<file path="src/rtl/axis_perf_mon_mc.sv">
// Passive multi-channel AXI-Stream monitor: counts cycles, beats, bytes, packets and stalls per channel.
// Counter outputs are registered and lag the observed handshake by one cycle; it only taps the streams and never applies backpressure.
module axis_perf_mon_mc #(
    parameter int NUM_CH     = 2,
    parameter int KEEP_WIDTH = 64,
    parameter int CNT_WIDTH  = 32
) (
    input  logic                           CLK,
    input  logic                           RST_N,
    input  logic [NUM_CH-1:0]              mon_tvalid,
    input  logic [NUM_CH-1:0]              mon_tready,
    input  logic [NUM_CH-1:0]              mon_tlast,
    input  logic [NUM_CH*KEEP_WIDTH-1:0]   mon_tkeep,
    input  logic                           start,
    input  logic                           stop,
    input  logic                           start_on_first,
    input  logic [CNT_WIDTH-1:0]           window_cycles,
    output logic                           busy,
    output logic                           done,
    output logic [CNT_WIDTH-1:0]           cycle_count,
    output logic [NUM_CH*CNT_WIDTH-1:0]    beat_count,
    output logic [NUM_CH*CNT_WIDTH-1:0]    byte_count,
    output logic [NUM_CH*CNT_WIDTH-1:0]    pkt_count,
    output logic [NUM_CH*CNT_WIDTH-1:0]    stall_count,
    output logic [NUM_CH-1:0]              cnt_full
);

    localparam int PC_W = $clog2(KEEP_WIDTH + 1);

    typedef enum logic [1:0] {IDLE, ARMED, MEASURE, DONE} state_t;

    state_t               state;
    logic [CNT_WIDTH-1:0] win_r;
    logic [CNT_WIDTH-1:0] cycle_r;
    logic [CNT_WIDTH-1:0] beat_r  [NUM_CH];
    logic [CNT_WIDTH-1:0] byte_r  [NUM_CH];
    logic [CNT_WIDTH-1:0] pkt_r   [NUM_CH];
    logic [CNT_WIDTH-1:0] stall_r [NUM_CH];

    logic [CNT_WIDTH-1:0] beat_n  [NUM_CH];
    logic [CNT_WIDTH-1:0] byte_n  [NUM_CH];
    logic [CNT_WIDTH-1:0] pkt_n   [NUM_CH];
    logic [CNT_WIDTH-1:0] stall_n [NUM_CH];
    logic [NUM_CH-1:0]    hs;
    logic [NUM_CH-1:0]    stl;
    logic [NUM_CH-1:0]    full_hit;
    logic [PC_W-1:0]      pc [NUM_CH];
    logic [CNT_WIDTH-1:0] cyc_n;
    logic                 any_hs;
    logic                 win_hit;
    logic                 unb_sat;
    logic                 count_en;
    logic                 fin;

    function automatic logic [PC_W-1:0] popcnt(input logic [KEEP_WIDTH-1:0] k);
        logic [PC_W-1:0] s;
        s = '0;
        for (int i = 0; i < KEEP_WIDTH; i++) begin
            s = s + PC_W'(k[i]);
        end
        return s;
    endfunction

    // Carry out of the widened sum means the counter would wrap, so clamp to all-ones.
    function automatic logic [CNT_WIDTH-1:0] sat_add(input logic [CNT_WIDTH-1:0] a,
                                                     input logic [PC_W-1:0]      b);
        logic [CNT_WIDTH:0] s;
        s = {1'b0, a} + {{(CNT_WIDTH + 1 - PC_W){1'b0}}, b};
        return s[CNT_WIDTH] ? {CNT_WIDTH{1'b1}} : s[CNT_WIDTH-1:0];
    endfunction

    always_comb begin
        hs       = mon_tvalid & mon_tready;
        stl      = mon_tvalid & ~mon_tready;
        any_hs   = |hs;
        cyc_n    = sat_add(cycle_r, PC_W'(1));
        full_hit = '0;
        for (int c = 0; c < NUM_CH; c++) begin
            pc[c]      = popcnt(mon_tkeep[c*KEEP_WIDTH +: KEEP_WIDTH]);
            beat_n[c]  = sat_add(beat_r[c], PC_W'(hs[c]));
            byte_n[c]  = sat_add(byte_r[c], hs[c] ? pc[c] : '0);
            pkt_n[c]   = sat_add(pkt_r[c], PC_W'(hs[c] & mon_tlast[c]));
            stall_n[c] = sat_add(stall_r[c], PC_W'(stl[c]));
            full_hit[c] = (&beat_n[c]) | (&byte_n[c]) | (&pkt_n[c]) | (&stall_n[c]);
        end
        win_hit  = (win_r != '0) && (cyc_n == win_r);
        unb_sat  = (win_r == '0) && (&cyc_n);
        fin      = win_hit | unb_sat;
        // The arming handshake cycle is itself the first measured cycle; stop always wins.
        count_en = !stop && ((state == MEASURE) || ((state == ARMED) && any_hs));
    end

    always_ff @(posedge CLK) begin
        if (!RST_N) begin
            state    <= IDLE;
            busy     <= 1'b0;
            done     <= 1'b0;
            win_r    <= '0;
            cycle_r  <= '0;
            cnt_full <= '0;
            for (int c = 0; c < NUM_CH; c++) begin
                beat_r[c]  <= '0;
                byte_r[c]  <= '0;
                pkt_r[c]   <= '0;
                stall_r[c] <= '0;
            end
        end else begin
            case (state)
                IDLE, DONE: begin
                    if (start && !stop) begin
                        state    <= start_on_first ? ARMED : MEASURE;
                        busy     <= 1'b1;
                        done     <= 1'b0;
                        win_r    <= window_cycles;
                        cycle_r  <= '0;
                        cnt_full <= '0;
                        for (int c = 0; c < NUM_CH; c++) begin
                            beat_r[c]  <= '0;
                            byte_r[c]  <= '0;
                            pkt_r[c]   <= '0;
                            stall_r[c] <= '0;
                        end
                    end
                end
                ARMED, MEASURE: begin
                    if (stop || (count_en && fin)) begin
                        state <= DONE;
                        busy  <= 1'b0;
                        done  <= 1'b1;
                    end else if (count_en) begin
                        state <= MEASURE;
                    end
                end
                default: begin
                    state <= IDLE;
                    busy  <= 1'b0;
                    done  <= 1'b0;
                end
            endcase

            if (count_en) begin
                cycle_r  <= cyc_n;
                // Saturating the cycle counter in unbounded mode invalidates every channel's snapshot.
                cnt_full <= cnt_full | full_hit | {NUM_CH{unb_sat}};
                for (int c = 0; c < NUM_CH; c++) begin
                    beat_r[c]  <= beat_n[c];
                    byte_r[c]  <= byte_n[c];
                    pkt_r[c]   <= pkt_n[c];
                    stall_r[c] <= stall_n[c];
                end
            end
        end
    end

    assign cycle_count = cycle_r;

    for (genvar c = 0; c < NUM_CH; c++) begin : g_out
        assign beat_count [c*CNT_WIDTH +: CNT_WIDTH] = beat_r[c];
        assign byte_count [c*CNT_WIDTH +: CNT_WIDTH] = byte_r[c];
        assign pkt_count  [c*CNT_WIDTH +: CNT_WIDTH] = pkt_r[c];
        assign stall_count[c*CNT_WIDTH +: CNT_WIDTH] = stall_r[c];
    end

endmodule

</file>
<file path="config.mk">
export PLATFORM = sky130hd
export DESIGN_NAME = axis_perf_mon_mc
export DESIGN_NICKNAME = d
export VERILOG_FILES = /design/src/rtl/axis_perf_mon_mc.sv
export SDC_FILE = /design/constraint.sdc
export NUM_CORES = 1
export LEC_CHECK = 0
export CAP_MARGIN = 20
export CORE_MARGIN = 10
export CORE_UTILIZATION = 40
export DETAILED_ROUTE_END_ITERATION = 6
export DONT_BUFFER_PORTS = 1
export SLEW_MARGIN = 20
export SYNTH_ARGS = -nofsm -noshare
export SYNTH_HDL_FRONTEND = slang
export SYNTH_SLANG_ARGS = --single-unit
export TNS_END_PERCENT = 30
</file>
<file path="constraint.sdc">
create_clock -name CLK -period 24 [get_ports CLK]
set_clock_uncertainty 0.05 [all_clocks]
set_input_delay 4.8 -clock CLK [delete_from_list [all_inputs] [get_ports CLK]]
set_output_delay 4.8 -clock CLK [all_outputs]
set_load 0.02 [all_outputs]
</file>
==> results of run 1 <==
==> report_power, final <==
part	leakage [nW]	switching (W)	internal, W	total (W)
logic	5.49	0.00115	0.000970	0.00212
registers	3.31	0.000423	0.000773	0.00120
clock network	0.698	0.000263	0.000395	0.000658
total	9.50	0.00184	0.00214	0.00397
==> layer usage <==
layer  GRT usage (%)  routed length, um
met5               0                  0
met4            5.92               1970
met3            6.91               7900
met2            35.5              40000
met1            27.6              34900
==> flip-flops by register name (all words and copies together) (netlist names) <==
register and count:
pkt_r 64, state 2, cnt_full 2, win_r 32
byte_r 64, busy 1, stall_r 64, done 1
cycle_count 32, beat_r 64
==> layout make-up <==
cell class	count	area (um2)
Fill cell	6198	35500
Multi-Input combinational cell	2136	15000
Sequential cell	326	9090
Clock buffer	55	1150
Tap cell	846	1060
Inverter	226	856
Clock inverter	22	259
Timing Repair Buffer	15	120
==> cell usage in the layout, fill, tap and decap left out, drive strengths merged, types with 73 or more instances in the layout <==
cell type    n
a21oi      280
edfxtp     256
fa         110
inv        229
nand2      269
nand3      127
nand4      100
nor2       159
nor3        73
o21ai       85
xnor2      110
xor2       122
==> cells by family (layout without fill, tap and decap cells) <==
family / count (synthesis) / in the layout
xor gates and xnor gates: 233 / 233
adders and majority gates: 169 / 169
DFF: 326 / 326
and+or+nand+nor: 1077 / 1077
AOI/OAI and AO/OA: 632 / 632
buffers and inverters: 374 / 318
muxes: 25 / 25
==> through the flow <==
stage               cells  util [%]  cell area [um2]
finish               3626      43.7            27600
global route         3626      43.7            27600
CTS                  3626      43.7            27600
detailed placement   3549      41.4            26100
global placement     3548      41.4            26100
floorplan            2836         -            25500
==> worst min-delay path by stage <==
stage	start	end	slack, ns	cells past startpoint
after CTS	win_r[22]	win_r[22]	0.45	2
final	state[1]	state[1]	0.45	2
after global placement	win_r[29]	win_r[29]	0.44	2
after floorplan	win_r[29]	win_r[29]	0.42	2
after global routing	win_r[27]	win_r[27]	0.48	2
after detailed placement	win_r[22]	win_r[22]	0.45	2
==> worst reg2reg max path, cell delays in order, from the launching register on <==
cell,delay [ns]
dfxtp_1,0.86
ha_1,0.50
nand4_1,0.37
nor2_1,0.82
nand4_1,0.32
xor2_1,0.29
a2111o_1,0.43
or4_1,0.50
a211oi_1,0.50
nor4b_1,0.22
a21oi_1,0.18
==> results.json, run 1 <==
{
  "worstSkewPairLatency_ns": 0.57,
  "min-delay-path-class": "reg -> reg",
  "synth_compound_gate_area_share_pct": 15.5,
  "whs_ns": 0.453,
  "vias_in_the_first_global_route": 21096,
  "floorplan.die_area_mm2": 0.0743,
  "min_period_over_period_pct": 53.2,
  "critical_path.slowest_cell": "nand2_1",
  "syn-mean-instance-area_um2": 9.00,
  "tritoncts": "done",
  "synth.lib_cells_used.distinct": 89,
  "reg2reg_setup_slack_ns": 18.90,
  "timing.critical_path.from_type": "primary input",
  "setup_total_negative_slack_ns": 0,
  "route.antenna.remaining_nets": 0,
  "timing_worst_setup_path_type": "in -> reg",
  "clk_pin_slew_worst_paths_ns": 0.06,
  "cts_max_level": 2,
  "hold_buffers": 0,
  "grt_start_max_net_pins": 129,
  "async_reset_ff_share_pct": 0,
  "layout_setup_ws_ns": 11.24,
  "post-synth-top-count-cell": "a21oi_1",
  "vdd.ir_drop.worst_uv": 252,
  "dp_worst_setup_slack_ns": 10.62,
  "drive_above_1_share_pct": 4.86,
  "result_of_the_run": "finished, final reports clean",
  "synth-main-ff-cell": "edfxtp_1",
  "rows": 92,
  "ys_top_cells_by_count": "280 x a21oi_1, 269 x nand2_1, 256 x edfxtp_1",
  "power_w": 0.00397,
  "ios": 463,
  "via_per_inst": 6.05,
  "r2r_cells": 10,
  "synth.top_cells.by_area": "edfxtp_1 30%, fa_1 8.6%, a21oi_1 5.5%, dfxtp_1 5.5%, xor2_1 4.2%",
  "cp_num_cells": 29,
  "critPathRequiredTime_ns": 24.45,
  "via_count": 21935,
  "worstReg2RegStart": "cycle_count[0]",
  "reg2reg_to": "cnt_full[1]",
  "worst_path_arrival_ns": 13.20,
  "synth_edf_count": 256,
  "post_cts.resized_instances": 0,
  "cellLeakagePower_nw": 9.50,
  "post-synth-top-area-cell": "edfxtp_1",
  "delay_of_the_slowest_cell_on_the_worst_path_ns": 0.69,
  "cts.root.buffer_cell": "clkbuf_16",
  "timing.critical_path.max_delay_family": "adder cells",
  "power.density_cell_area_mw_per_mm2": 144,
  "die_x_um": 273,
  "critical_path.n_buffers_inverters": 6,
  "initial_core_util_pct": 40.4,
  "cts_buffers": 42,
  "yosys_warning_count": 0,
  "final_setup_vio_count": 0,
  "cts.sink_count": 326,
  "place_hpwl_um": 64400,
  "synth.net_count": 3176,
  "drc": 0,
  "synthToLayoutAreaGrowth_pct": 8.00,
  "post_synth_inst_count": 2836,
  "io_buffer_count": 0,
  "synth_adder_area_share_pct": 11.5,
  "antennaDiodeCount": 0,
  "timing.critical_path.mode_cell": "fa_1",
  "synth_top_family_by_area": "simple AND/OR/NAND/NOR gates",
  "antenna_found_initial": 0,
  "synth.yosys.seq_area_share_pct": 35.6,
  "setup.worst_path.end_class": "flop",
  "final_period_minus_worst_setup_slack_ns": 12.76,
  "nets": 3087,
  "startpoint": "mon_tkeep[53]",
  "core_mm2": 0.0631,
  "gp_congestion": 0.960,
  "crit_fanout": 21,
  "final_routed_wire_length_divided_by_cell_count_um": 23.4,
  "fmax_mhz": 78.4,
  "detailed_routing_iterations_pass_1": 5,
  "chipHeight_um": 273,
  "setup.worst_path.end": "cnt_full[0]",
  "drt_iter0_drc": 2251,
  "post-cts-setup-buffer-count": 0,
  "synth-simple-area-share_pct": 22.7,
  "grt_pass1_wl_um": 130000,
  "number_of_synthesized_register_bits": 326,
  "totalWireLength_um": 84700,
  "final_hold_viol_count": 0,
  "netlist_area_mm2": 0.0255,
  "drv.max_cap_violation_count": 0,
  "synth_top_area_share_pct": 30.1,
  "global_route.overflow_total": 0,
  "post_synth_xor_area_fraction_pct": 8.05,
  "max-slew-margin-rel_pct": 26.7,
  "clockBufferDepth": 3,
  "tightest_slew_ns": 1.10,
  "grtUsageTotal_pct": 21.8,
  "final_max_slew_viol_count": 0,
  "rsz_0062_raised_after_global_routing": "no",
  "post_synth_mux_area_share_pct": 1.00
}
(Power assumes the default switching activity.)
==> run 2: changes to the inputs <==
==> constraint.sdc (replaced) <==
create_clock -name CLK -period 11.6 [get_ports CLK]
set_clock_uncertainty 0.05 [all_clocks]
set_input_delay 2.32 -clock CLK [delete_from_list [all_inputs] [get_ports CLK]]
set_output_delay 2.32 -clock CLK [all_outputs]
set_load 0.02 [all_outputs]
==> run 2 against run 1 <==
  * First-iteration DRC count down 1.2%
  * Worst setup slack worse by 9.8 ns
  * Non-clock buffer count up 3
  * Utilization up 0.23 points
  * Critical endpoint is now cnt_full[1]
==> results.json, run 2 (synthesized netlist as in run 1, its figures left out) <==
{
  "initial_core_util_pct": 40.4,
  "fmax_mhz": 98.5,
  "drc": 0,
  "cts.sink_count": 326,
  "antenna_found_initial": 2,
  "io_buffer_count": 0,
  "synthToLayoutAreaGrowth_pct": 8.56,
  "seq_power_share_pct": 29.9,
  "drt_iter0_drc": 2223,
  "globalRoute.busiestLayer": "met2",
  "drv.max_cap_violation_count": 0,
  "post-cts-setup-buffer-count": 0,
  "nets": 3091,
  "vias_in_the_first_global_route": 21018,
  "cts_buffers": 43,
  "timing_worst_setup_path_type": "in -> reg",
  "power_report.internal_total_w": 0.00448,
  "ios": 463,
  "placed_instances": 3551,
  "core_mm2": 0.0631,
  "grt_start_max_net_pins": 150,
  "min_period_over_period_pct": 87.5,
  "share_clk_of_total_power_pct": 17.3,
  "delay_of_the_slowest_cell_on_the_worst_path_ns": 0.63,
  "crit_fanout": 7,
  "grt_pass1_wl_um": 129000,
  "grtUsageMet2_pct": 34.7,
  "power_w": 0.00827,
  "gp_congestion": 0.962,
  "totalWireLength_um": 84700,
  "setup.worst_path.end_class": "flop",
  "grt_use_met1_pct": 28.0,
  "layout_setup_ws_ns": 1.45,
  "timing.critical_path.from_type": "primary input",
  "global_route.overflow_total": 0,
  "whs_ns": 0.446,
  "final_max_slew_viol_count": 0,
  "chipHeight_um": 273,
  "rows": 92,
  "hold_buffers": 0,
  "final_setup_vio_count": 0,
  "final_cell_count_no_fill": 3631,
  "rsz_0062_raised_after_global_routing": "no",
  "tightest_slew_ns": 1.05,
  "max-slew-margin-rel_pct": 29.6,
  "clockBufferDepth": 3,
  "layout.cells.most_common": "a21oi_1",
  "combinationalPowerShare_pct": 52.8,
  "result_of_the_run": "finished, final reports clean",
  "layout.cells.most_common_list": "280 x a21oi_1, 268 x nand2_1, 256 x edfxtp_1, 225 x inv_1, 158 x nor2_1",
  "switching_share_pct": 45.9,
  "final_period_minus_worst_setup_slack_ns": 10.15,
  "tritoncts": "done",
  "route.antenna.remaining_nets": 0,
  "place_hpwl_um": 64200,
  "detailed_routing_iterations_pass_1": 6,
  "drive_above_1_share_pct": 4.85,
  "vdd.ir_drop.worst_uv": 487,
  "floorplan.die_area_mm2": 0.0743,
  "via_per_inst": 6.06,
  "net-switching-power_w": 0.00379,
  "cellLeakagePower_nw": 9.56,
  "dp_worst_setup_slack_ns": 0.893,
  "worst_path_arrival_ns": 10.59,
  "cts.root.buffer_cell": "clkbuf_16",
  "setup_total_negative_slack_ns": 0,
  "worstSkewPairLatency_ns": 0.59,
  "post_cts.resized_instances": 0,
  "min-delay-path-class": "reg -> reg",
  "power.density_cell_area_mw_per_mm2": 299,
  "critical_path.slowest_cell": "or4b_2",
  "final_hold_viol_count": 0,
  "final_routed_wire_length_divided_by_cell_count_um": 23.3,
  "die_x_um": 273,
  "critPathRequiredTime_ns": 12.04,
  "timing.critical_path.mode_cell": "fa_1",
  "via_count": 22003,
  "clk_pin_slew_worst_paths_ns": 0.06,
  "cts_max_level": 2,
  "grtUsageTotal_pct": 21.6,
  "groute.layer.met3.usage_pct": 6.41
}
==> run 2: critical path: cells and delay by family <==
kind / cells / cell delay [ns]
xor+xnor: 2 / 0.35
buf+inv: 6 / 0.31
simple gates: 6 / 1.66
fa+ha+maj: 10 / 4.69
compound gates: 7 / 1.22
==> run 2: routing by layer <==
metal	wire (um)	share of wire [%]
met2	39400	47
met5	17	0.020
met3	8150	9.6
met4	2240	2.6
met1	34900	41
==> run 2: layout make-up <==
cell class | count | area, um2
antenna | 1 | 2.50
tap | 846 | 1060
timing repair buffer | 18 | 168
fill | 6207 | 35400
multi-input combinational | 2136 | 15000
clock inverter | 23 | 282
clock buffer | 55 | 1230
sequential | 326 | 9090
inverter | 226 | 856
==> run 2: final timing paths <==
| path | cells past startpoint | slack (ns) | end | startpoint |
|---|---|---|---|---|
| setup / recovery | 31 | 1.45 | cnt_full[1] | mon_tkeep[99] |
| hold / removal | 2 | 0.45 | state[1] | state[1] |
| setup reg to reg | 10 | 6.51 | state[0] | cycle_count[0] |
| hold reg to reg | 2 | 0.45 | state[1] | state[1] |
==> run 2: per-stage QoR <==
step | utilization (%) | area, um2
final | 43.9 | 27700
after global routing | 43.9 | 27700
after CTS | 43.9 | 27700
after detailed placement | 41.5 | 26200
after global placement | 41.5 | 26200
after floorplan | - | 25500
==> run 2: power groups by stage <==
| stage | logic (W) | registers, W | clock network, W |
|---|---|---|---|
| final | 0.00437 | 0.00247 | 0.00143 |
| after floorplan | 0.00370 | 0.00224 | 0 |
| after detailed placement | 0.00438 | 0.00250 | 0 |
| after global routing | 0.00507 | 0.00252 | 0.00151 |
| after global placement | 0.00433 | 0.00249 | 0 |
| after CTS | 0.00442 | 0.00248 | 0.00147 |
